**config.mk**
```make
export PLATFORM = sky130hd
export DESIGN_NAME = mips_fetch_flat
export DESIGN_NICKNAME = d
export VERILOG_FILES = /design/src/rtl/mips_fetch_if.sv /design/src/rtl/mips_fetch.sv /design/src/flat_wrapper.sv
export SDC_FILE = /design/constraint.sdc
export NUM_CORES = 1
export LEC_CHECK = 0
export BUFFER_PORTS_ARGS = -buffer_cell sky130_fd_sc_hd__buf_2
export CAP_MARGIN = 20
export CORE_UTILIZATION = 55
export DETAILED_ROUTE_END_ITERATION = 10
export HOLD_SLACK_MARGIN = 0.1
export PLACE_DENSITY = 0.86
export SETUP_SLACK_MARGIN = 0.1
export SYNTH_ARGS = -nofsm -noshare
export SYNTH_HDL_FRONTEND = slang
export SYNTH_SLANG_ARGS = --single-unit
```
**constraint.sdc**
```tcl
create_clock -name clk -period 8.2 [get_ports clk]
set_clock_uncertainty 0.05 [all_clocks]
set_input_delay 0.82 -clock clk [delete_from_list [all_inputs] [get_ports clk]]
set_output_delay 0.82 -clock clk [all_outputs]
set_load 0.005 [all_outputs]
```
**src/rtl/mips_fetch_if.sv**
```systemverilog
// Instruction-memory request/acknowledge bus between mips_fetch (master) and memory (slave).
interface mips_fetch_if;
  logic        imem_req_out;
  logic [31:0] imem_addr_out;
  logic        imem_ack_in;
  logic [31:0] imem_data_in;

  modport master (
    output imem_req_out,
    output imem_addr_out,
    input  imem_ack_in,
    input  imem_data_in
  );

  modport slave (
    input  imem_req_out,
    input  imem_addr_out,
    output imem_ack_in,
    output imem_data_in
  );
endinterface

```
**src/rtl/mips_fetch.sv**
```systemverilog
// MIPS fetch stage: PC, imem req/ack handshake, instruction register and next-PC selection.
// Optional fetch/redirect statistics counters are enabled by defining MIPS_FETCH_STATS_EN.
module mips_fetch #(
  parameter logic [31:0] RESET_PC = 32'h0040_0000,
  parameter int unsigned CNT_W    = 16
) (
  input  logic             clk,
  input  logic             reset_n,
  mips_fetch_if.master     imem,
  output logic             instr_valid_out,
  output logic [31:0]      instr_out,
  output logic [5:0]       op_out,
  output logic [5:0]       func_out,
  output logic [31:0]      pc_out,
  output logic [31:0]      pc_plus4_out,
  input  logic             instr_accept_in,
  input  logic             branch_in,
  input  logic             bne_in,
  input  logic             jump_in,
  input  logic             zero_in,
  output logic [31:0]      fetch_count_out,
  output logic [CNT_W-1:0] redirect_count_out
);

  typedef enum logic [1:0] {StIdle, StFetch, StHold} state_e;

  state_e      state_q, state_d;
  logic [31:0] pc_q, pc_d;
  logic [31:0] instr_q, instr_d;
  logic [31:0] ipc_q, ipc_d;
  logic [31:0] pc_plus4, jtarget, btarget, next_pc;
  logic        ack_fetch, accept_hold;

  assign pc_plus4    = ipc_q + 32'd4;
  assign jtarget     = {pc_plus4[31:28], instr_q[25:0], 2'b00};
  assign btarget     = pc_plus4 + {{14{instr_q[15]}}, instr_q[15:0], 2'b00};
  assign ack_fetch   = (state_q == StFetch) && (imem.imem_ack_in == 1'b1);
  assign accept_hold = (state_q == StHold) && (instr_accept_in == 1'b1);

  // An X on a control input falls through to the sequential PC.
  always_comb begin
    next_pc = pc_plus4;
    if (jump_in) begin
      next_pc = jtarget;
    end else if (branch_in && zero_in) begin
      next_pc = btarget;
    end else if (bne_in && !zero_in) begin
      next_pc = btarget;
    end
  end

  always_comb begin
    state_d = state_q;
    pc_d    = pc_q;
    instr_d = instr_q;
    ipc_d   = ipc_q;
    case (state_q)
      StIdle: state_d = StFetch;
      StFetch: begin
        if (ack_fetch) begin
          instr_d = imem.imem_data_in;
          ipc_d   = pc_q;
          state_d = StHold;
        end
      end
      StHold: begin
        if (accept_hold) begin
          pc_d    = next_pc;
          state_d = StFetch;
        end
      end
      default: state_d = StIdle;
    endcase
  end

  always_ff @(posedge clk or negedge reset_n) begin
    if (!reset_n) begin
      state_q <= StIdle;
      pc_q    <= RESET_PC;
      instr_q <= 32'd0;
      ipc_q   <= RESET_PC;
    end else begin
      state_q <= state_d;
      pc_q    <= pc_d;
      instr_q <= instr_d;
      ipc_q   <= ipc_d;
    end
  end

  assign imem.imem_req_out  = (state_q == StFetch);
  assign imem.imem_addr_out = pc_q;
  assign instr_valid_out    = (state_q == StHold);
  assign instr_out          = instr_q;
  assign op_out             = instr_q[31:26];
  assign func_out           = instr_q[5:0];
  assign pc_out             = ipc_q;
  assign pc_plus4_out       = pc_plus4;

`ifdef MIPS_FETCH_STATS_EN
  logic [31:0]      fetch_cnt_q, fetch_cnt_d;
  logic [CNT_W-1:0] redir_cnt_q, redir_cnt_d;

  // Fetch count wraps; redirect count saturates at all-ones.
  always_comb begin
    fetch_cnt_d = fetch_cnt_q;
    redir_cnt_d = redir_cnt_q;
    if (ack_fetch) begin
      fetch_cnt_d = fetch_cnt_q + 32'd1;
    end
    if (accept_hold && (next_pc != pc_plus4) && !(&redir_cnt_q)) begin
      redir_cnt_d = redir_cnt_q + CNT_W'(1);
    end
  end

  always_ff @(posedge clk or negedge reset_n) begin
    if (!reset_n) begin
      fetch_cnt_q <= 32'd0;
      redir_cnt_q <= '0;
    end else begin
      fetch_cnt_q <= fetch_cnt_d;
      redir_cnt_q <= redir_cnt_d;
    end
  end

  assign fetch_count_out    = fetch_cnt_q;
  assign redirect_count_out = redir_cnt_q;
`else
  assign fetch_count_out    = 32'd0;
  assign redirect_count_out = '0;
`endif

endmodule

```
**src/flat_wrapper.sv**
```systemverilog
// flat-port wrapper written by rule: the top's interface ports become plain ports
module mips_fetch_flat 
#(
  parameter logic [31:0] RESET_PC = 32'h0040_0000,
  parameter int unsigned CNT_W    = 16
)
  (clk, reset_n, instr_valid_out, instr_out, op_out, func_out, pc_out, pc_plus4_out, instr_accept_in, branch_in, bne_in, jump_in, zero_in, fetch_count_out, redirect_count_out, imem_imem_req_out, imem_imem_addr_out, imem_imem_ack_in, imem_imem_data_in);
  mips_fetch_if imem_i ();
  input  logic clk;
  input  logic reset_n;
  output logic instr_valid_out;
  output logic [31:0] instr_out;
  output logic [5:0] op_out;
  output logic [5:0] func_out;
  output logic [31:0] pc_out;
  output logic [31:0] pc_plus4_out;
  input  logic instr_accept_in;
  input  logic branch_in;
  input  logic bne_in;
  input  logic jump_in;
  input  logic zero_in;
  output logic [31:0] fetch_count_out;
  output logic [CNT_W-1:0] redirect_count_out;
  output wire logic [$bits(imem_i.imem_req_out)-1:0] imem_imem_req_out;
  output wire logic [$bits(imem_i.imem_addr_out)-1:0] imem_imem_addr_out;
  input wire logic [$bits(imem_i.imem_ack_in)-1:0] imem_imem_ack_in;
  input wire logic [$bits(imem_i.imem_data_in)-1:0] imem_imem_data_in;
  assign imem_imem_req_out = imem_i.imem_req_out;
  assign imem_imem_addr_out = imem_i.imem_addr_out;
  assign imem_i.imem_ack_in = imem_imem_ack_in;
  assign imem_i.imem_data_in = imem_imem_data_in;
  mips_fetch #(.RESET_PC(RESET_PC), .CNT_W(CNT_W)) u_core (.clk(clk), .reset_n(reset_n), .imem(imem_i), .instr_valid_out(instr_valid_out), .instr_out(instr_out), .op_out(op_out), .func_out(func_out), .pc_out(pc_out), .pc_plus4_out(pc_plus4_out), .instr_accept_in(instr_accept_in), .branch_in(branch_in), .bne_in(bne_in), .jump_in(jump_in), .zero_in(zero_in), .fetch_count_out(fetch_count_out), .redirect_count_out(redirect_count_out));
endmodule
```
[After elaboration in Yosys (flattened, before gate mapping)]
Index checks and enable logic that the tools add are counted.
Widths: inputs -> output; s select.
Operators by class
  add/subtract/negate cells: 2
  eq/ne operators: 4
  multiplexer cells: 6
  reductions and logical operators: 9
Operator list (number)
  $mux 32: 3
  $add 32x3->32 const B: 1
  $add 32x32->32: 1
  $pmux 2 s3: 1
  $reduce_and 2->1: 3
  $logic_and 1x1->1: 4
  $mux 2: 2
  $ne 2x1->1 const B: 2
  $eq 2x1->1 const B: 1
  $eq 2x2->1 const B: 1
  $logic_not 2->1: 1
  $logic_not 1->1: 1
Storage, ports and cells
  register bits: 98
  output and inout bits: 190

[Longest topological paths before layout]
Gate-level depths: netlist of the first run.
  depth after elaboration: 5
  gate-level depth with buffers: 15
  mapped depth without buffers: 14

[Least setup slack after synthesis of the first run]
Ideal clock, no wire load.
  path type: register to register
  from: register u_core.ipc_q[2] (netlist: u_core.pc_out[2])
  to: register u_core.pc_q[29] (netlist: u_core.imem.imem_addr_out[29])
  setup time: 0.120 ns
  arrival time: 3.461 ns
  path slack: 4.569 ns
  cell stages (with the launch flop): 16
  path through: dfrtp_1 -> ha_1 -> and4_1 -> and4_1 -> clkbuf_1 -> nand2_1 -> xnor2_1 -> ha_1 -> a21o_1 -> a21o_1 -> a21oi_1 -> o32ai_1 -> o31ai_1 -> a21oi_1 -> or3_1 -> a31o_2
Between the ends
  longest elaborated chain between the ends: 5
RTL lines
  from (decl): RTL line mips_fetch.sv:30  | logic [31:0] ipc_q, ipc_d;
  from (signal assigned): RTL line mips_fetch.sv:86  | ipc_q <= ipc_d;
  $add 32x3->32 (*): RTL line mips_fetch.sv:34  | assign pc_plus4 = ipc_q + 32'd4;
  named net pc_plus4_out[22]: RTL line flat_wrapper.sv:16  | output logic [31:0] pc_plus4_out;
  $add 32x32->32 (*): RTL line mips_fetch.sv:36  | assign btarget = pc_plus4 + {{14{instr_q[15]}}, instr_q[15:0], 2'b00};
  $mux 32: RTL line mips_fetch.sv:47  | end else if (bne_in && !zero_in) begin
  $mux 32 (*): RTL line mips_fetch.sv:45  | end else if (branch_in && zero_in) begin
  $mux 32 (*): RTL line mips_fetch.sv:43  | if (jump_in) begin
  to (signal assigned): RTL line mips_fetch.sv:84  | pc_q <= pc_d;
  to (decl): RTL line mips_fetch.sv:28  | logic [31:0] pc_q, pc_d;
The timed path passes the listed nets; every way through them passes the cells marked *.
A chain may end at the register's enable or synchronous reset.

[Worst setup path after layout of the first run]
  from: register u_core.ipc_q[4] (netlist: u_core.pc_out[4])
  to: register u_core.pc_q[24] (netlist: u_core.imem.imem_addr_out[24])
Between the ends
  longest elaborated chain between the ends: 5
RTL lines (RTL line)
  $add 32x3->32 (*): mips_fetch.sv:34
  $add 32x32->32: mips_fetch.sv:36
  $mux 32: mips_fetch.sv:47
  $mux 32 (*): mips_fetch.sv:45
  $mux 32 (*): mips_fetch.sv:43
Every way passes the cells marked *; elsewhere a longest branch is shown, timed or not.

==> flow_summary.toml, run 1 <==
[worst_setup_path]
start_kind = "register"
path_class = "reg -> reg"
end_kind = "register"
timing.rr.start = "u_core.pc_out[4]$_DFFE_PN0P_"
critPathLaunch = "u_core.pc_out[4]$_DFFE_PN0P_"
critPathSlowestCell = "nor3_1"
path_max_fanout = 7
path_buf_inv = 0
crit_family = "simple AND/OR/NAND/NOR gates"
ff2ff_setup_slack_ns = 3.92
path_common_cell = "a21oi_1"
path_cells = "nand3_1, nor3_1, and3_1, xor2_1, ha_1, a21oi_1, nor2_1, a2111oi_0, a21oi_1, or3_1, a21oi_1, xor2_1, a32oi_1"
rr_endpoint = "u_core.imem.imem_addr_out[24]$_DFFE_PN0P_"
crit_path_max_incr_delay_ns = 0.58
worst_ep_arrival_time_ns = 4.44
required_ns = 8.36
rr_worst_depth = 13

[synthesis]
synth_ff_type = "dfrtp_1"
synth_cell_type_count = 62
synth_mux_area_share_pct = 11.6
synth_top_family_by_area = "compound AO/OA/AOI/OAI gates"
synth_compound_area_share_pct = 16.4
syn_area_um2 = 6750
synth_adder_area_share_pct = 6.97
synth_xor_area_share_pct = 5.97
syn-mean-instance-area_um2 = 9.43
synth_edf_count = 0
synth-seq-cells = 98
postSynthCellCount = 716
yosysTopAreaCell = "dfrtp_1"
synth_area_leaders = "dfrtp_1 (36%), mux2_2 (11%), buf_4 (6.9%)"
synth.yosys.seq_area_share_pct = 36.3
yosysMostFrequentCell = "dfrtp_1"
synth_commonest_cells = "dfrtp_1 (96), nand2_1 (81), mux2_2 (66), buf_4 (62), o21ai_0 (45)"
synth_top_area_share_pct = 35.6
yosys.area_share.simple_pct = 13.6
async_reset_ff_share_pct = 100
yosys_warnings = 0

[global_route]
overflow = 0
grt_pass1_vias = 5470
grt_max_degree = 65
gr-usage-all-layers_pct = 29.1
antenna_found_initial = 0
grt_pass1_wl_um = 28800

[power_and_ir_drop]
pwr-share-clk_pct = 13.3
peakVddDrop_mv = 0.198
pwr-share-comb_pct = 58.9
power.switching_mw = 1.55
sw_frac_of_total_pct = 44.7
p_leak_nw = 3.88
pwr_density_cell_nw_per_um2 = 444
p_int_mw = 1.92
pwr-share-seq_pct = 27.8

[detailed_routing]
wl_per_cell_um = 17.5
first_pass_iters = 5
ant_nets = 0
routed_via_density = 5.86
routed_wl_um = 18000
drc = 0
vias = 6003
drt_iter0_drc = 630

[final_layout]
final_core_util_pct = 65.2
finalNonFillerCells = 1025
final_nets = 950
areaGrowthSynthToFinish_pct = 15.9
diodes = 0
drive_gt1_share_pct = 31.8
fin_area_um2 = 7830

[clock_network]
root_buffer = "clkbuf_16"
cts_inserted_buffers = 9
clk_pin_slew_worst_paths_ns = 0.07
cts_tree = "yes"
clock-sinks = 98
clk_latency_ns = 0.36
clk_path_buf_depth = 2
post_cts_buffers = 0
cts_resized = 0
ctsHoldBuffers = 0
cts.htree.levels = 3

[sta]
finalMaxSlewViolations = 0
setup_tns_ns = 0
period_share_pct = 52.2
worst_pin_slew_ns = 0.828
hold_viol = 0
max_freq_mhz = 234
finalSetupViolations = 0
slew_headroom_pct = 44.8
rsz0062_at_grt = "no"
period_needed_ns = 4.28

[worst_hold_path]
hold_path_class = "in -> async"

[floorplan]
die_x_um = 113
dieHeight_um = 113
coreArea_um2 = 12000
io_pins = 230
start_util_pct = 56.2
fp.dieArea_um2 = 12700
row_count = 40

[placed_design]
port-buffer-count = 181
dpl-instance-area_um2 = 7510
placed_cells = 1009
dp_hpwl_um = 13200
gp_congestion = 0.943

[job]
cap_violations = 0

[outcome]
status = "finished clean"
kinds of logic after synthesis:
family / after synthesis
other cells: 1
compound gates: 167
simple gates: 197
mux: 70
flops: 98
buf+inv: 100
fa+ha+maj: 37
xor+xnor: 46
sequential cells by signal (all words and copies together) (netlist names):
signal and cells:
u_core.instr_out 32, u_core.pc_out 32, u_core.state_q 2, u_core.imem.imem_addr_out 32
power by group through the flow:
stage | clock (mW) | sequential, mW | combinational [mW]
after floorplan | 0 | 0.933 | 1.41
after global placement | 0 | 0.960 | 1.98
after detailed placement | 0 | 0.969 | 2.01
after CTS | 0.466 | 0.962 | 2.02
after global routing | 0.488 | 0.997 | 2.28
final | 0.461 | 0.967 | 2.05
layout by cell type (no fill, tap or decap), types with 10 or more instances in the layout:
master,netlist,layout
nor2_1,39,39
mux2_2,66,66
ha_1,36,36
dfrtp_1,96,96
inv_1,11,11
nand4_1,11,11
nor3_1,10,10
buf_2,1,180
o21ai_0,45,45
nand2_1,81,80
and3_1,10,10
a21o_1,12,12
xnor2_1,29,29
xor2_1,17,17
o211ai_1,13,13
a21oi_1,32,32
conb_1,1,48
nand3_1,16,16
final cells by class:
type / count / area (um^2)
fill: 948 / 4180
multi-input combinational: 565 / 3870
sequential: 98 / 2450
timing repair buffer: 187 / 953
clock buffer: 10 / 229
tap: 147 / 184
clock inverter: 6 / 91.3
inverter: 12 / 45.0
routing by layer:
layer	share of wire, %	track usage [%]	vias up
li1	-	-	2793
met1	43	39.0	2876
met2	47	47.0	296
met3	6.8	5.41	38
met4	2.6	10.7	0
met5	0	0	-
how the worst max path moves through the flow:
stage                     slack [ns]                                        end  cells past startpoint
after CTS                       3.98  u_core.imem.imem_addr_out[24]$_DFFE_PN0P_                     13
after floorplan                 4.57  u_core.imem.imem_addr_out[29]$_DFFE_PN0P_                     15
after detailed placement        4.01  u_core.imem.imem_addr_out[24]$_DFFE_PN0P_                     13
after global routing            3.53  u_core.imem.imem_addr_out[24]$_DFFE_PN0P_                     13
final                           3.92  u_core.imem.imem_addr_out[24]$_DFFE_PN0P_                     13
after global placement          4.04  u_core.imem.imem_addr_out[24]$_DFFE_PN0P_                     13
metrics by stage:
step / setup slack (ns) / hold slack, ns / total power [mW]
2_1_floorplan: 4.57 / 0.405 / 2.34
3_3_place_gp: 4.04 / 0.421 / 2.94
3_5_place_dp: 4.01 / 0.425 / 2.97
4_1_cts: 3.98 / 0.369 / 3.45
5_1_grt: 3.53 / 0.388 / 3.77
6_report: 3.92 / 0.358 / 3.47
Note: power is estimated with default switching activity, not from simulation.
==> run 2: changes to the inputs <==
Settings changed: CORE_UTILIZATION 55 to 47, PLACE_DENSITY 0.86 to 0.78.
Clock period 8.2 ns to 3.7 ns, I/O delays scaled along.
==> flow_summary.toml, run 2 (same netlist as run 1, synthesis figures left out) <==
[final_layout]
final_cell_mix = "buf_2 (180), dfrtp_1 (96), nand2_1 (80)"
areaGrowthSynthToFinish_pct = 28.3
layout_commonest_cell = "buf_2"
final_nets = 1013
drive_gt1_share_pct = 41.6
diodes = 0
finalNonFillerCells = 1121

[worst_setup_path]
end_kind = "register"
worst_ep_arrival_time_ns = 3.78
path_class = "reg -> reg"
rr_endpoint = "u_core.imem.imem_addr_out[22]$_DFFE_PN1P_"
crit_path_max_incr_delay_ns = 0.42
path_max_fanout = 7
ff2ff_setup_slack_ns = 0.14
required_ns = 3.93
timing.rr.start = "u_core.pc_out[6]$_DFFE_PN0P_"
critPathSlowestCell = "ha_1"
rr_worst_depth = 14
path_buf_inv = 1
crit_family = "compound AO/OA/AOI/OAI gates"
start_kind = "register"
path_cells = "nand3_1, nor3_2, buf_4, nand2_1, xnor2_1, ha_1, a21o_1, a21oi_1, o21ai_1, a41o_1, o31a_1, or3_1, a311oi_2, o31ai_2"

[placed_design]
placed_cells = 1093
gp_congestion = 0.940
port-buffer-count = 181
dp_hpwl_um = 14300
pre_cts_ws_ns = 0.0102

[sta]
finalSetupViolations = 0
period_needed_ns = 3.56
slew_headroom_pct = 44.8
setup_tns_ns = 0
rsz0062_at_grt = "yes"
finalMaxSlewViolations = 0
worst_pin_slew_ns = 0.828
period_share_pct = 96.1
fin_ws_ns = 0.145
hold_viol = 0
max_freq_mhz = 281

[clock_network]
root_buffer = "clkbuf_16"
cts.htree.levels = 3
clk_path_buf_depth = 2
clock-sinks = 98
clk_pin_slew_worst_paths_ns = 0.07
cts_inserted_buffers = 9
clk_latency_ns = 0.36
cts_tree = "yes"

[global_route]
grt_pass1_vias = 5739
grt_max_degree = 64
gr-usage-all-layers_pct = 26.2
antenna_found_initial = 0
overflow = 0
grt_pass1_wl_um = 29900

[power_and_ir_drop]
peakVddDrop_mv = 0.411
pwr_density_cell_nw_per_um2 = 1000
p_leak_nw = 4.29

[detailed_routing]
drt_iter0_drc = 420
first_pass_iters = 7
wl_per_cell_um = 17.8
routed_wl_um = 19900
vias = 6327
routed_via_density = 5.64
drc = 0
ant_nets = 0

[worst_hold_path]
whs_endpoint = "u_core.state_q[0]$_DFFE_PN0P_"
hold_path_class = "in -> reg"
hp-start = "imem_imem_ack_in"
hold_depth = 2

[outcome]
status = "finished clean"

[floorplan]
coreArea_um2 = 13900
start_util_pct = 48.5
die_x_um = 122
row_count = 43
fp.dieArea_um2 = 14900
dieHeight_um = 122
io_pins = 230

[job]
cap_violations = 0
## run 2: changes by cell type in the layout (fill, tap and decap cells not counted), sizes merged
cell         before  now
buf             187  249
inv              11   15
clkinvlp          3    0
clkinv            2    1
dlygate4sd3       0    1
## run 2: repair_timing
action	in CTS	in global routing
endpoints found under the hold margin	60	0
setup buffers	4	7
pin swaps	4	15
hold buffers	1	0
resized for setup	7	49
setup endpoints to repair	8	13
## run 2: area by class of cell
cell class	count	area, um^2
fillers	1181	5270
multi-input cells	565	4170
flip-flops and latches	98	2450
repair buffers	250	1430
clock buffers	10	239
well taps	180	225
clock inverters	6	100
inverters	12	45.0
## run 2: worst max-delay path by stage
stage                                             from                                         to  cells after the start
final                     u_core.pc_out[6]$_DFFE_PN0P_  u_core.imem.imem_addr_out[22]$_DFFE_PN1P_                     14
after global routing      u_core.pc_out[6]$_DFFE_PN0P_  u_core.imem.imem_addr_out[22]$_DFFE_PN1P_                     14
after CTS                 u_core.pc_out[6]$_DFFE_PN0P_  u_core.imem.imem_addr_out[22]$_DFFE_PN1P_                     14
after detailed placement  u_core.pc_out[2]$_DFFE_PN0P_  u_core.imem.imem_addr_out[22]$_DFFE_PN1P_                     14
after global placement    u_core.pc_out[6]$_DFFE_PN0P_  u_core.imem.imem_addr_out[28]$_DFFE_PN0P_                     15
after floorplan           u_core.pc_out[2]$_DFFE_PN0P_  u_core.imem.imem_addr_out[29]$_DFFE_PN0P_                     15
## run 2: worst reg2reg max path, cell delays in order (launching register included)
cell	delay (ns)
dfrtp_1	0.36
nand3_1	0.13
nor3_2	0.20
buf_4	0.18
nand2_1	0.09
xnor2_1	0.30
ha_1	0.42
a21o_1	0.22
a21oi_1	0.21
o21ai_1	0.09
a41o_1	0.25
o31a_1	0.27
or3_1	0.33
a311oi_2	0.30
o31ai_2	0.09
## run 2: power breakdown
part	internal [mW]	switching, mW	total (mW)
Sequential	1.56	0.537	2.10
Clock	0.626	0.458	1.08
Combinational	2.67	2.84	5.51
Total	4.86	3.83	8.69
## run 2: per-layer routing
metal  vias up  track usage, %  routed length [um]
li1       2906               -                   -
met1      3088            34.5                8350
met2       289            42.3                9670
met3        44            6.18                1450
met4         0            7.95                 437
met5         -               0                   0
## run 2: metrics by stage
stage | util, % | power [mW] | hold slack [ns] | area, um^2
2_1_floorplan | - | 5.19 | 0.0244 | 6940
3_3_place_gp | 57.0 | 6.95 | 0.419 | 7940
3_5_place_dp | 57.0 | 6.98 | 0.435 | 7940
4_1_cts | 59.9 | 8.16 | 0.153 | 8340
5_1_grt | 62.2 | 9.33 | 0.151 | 8660
6_report | 62.2 | 8.69 | 0.164 | 8660
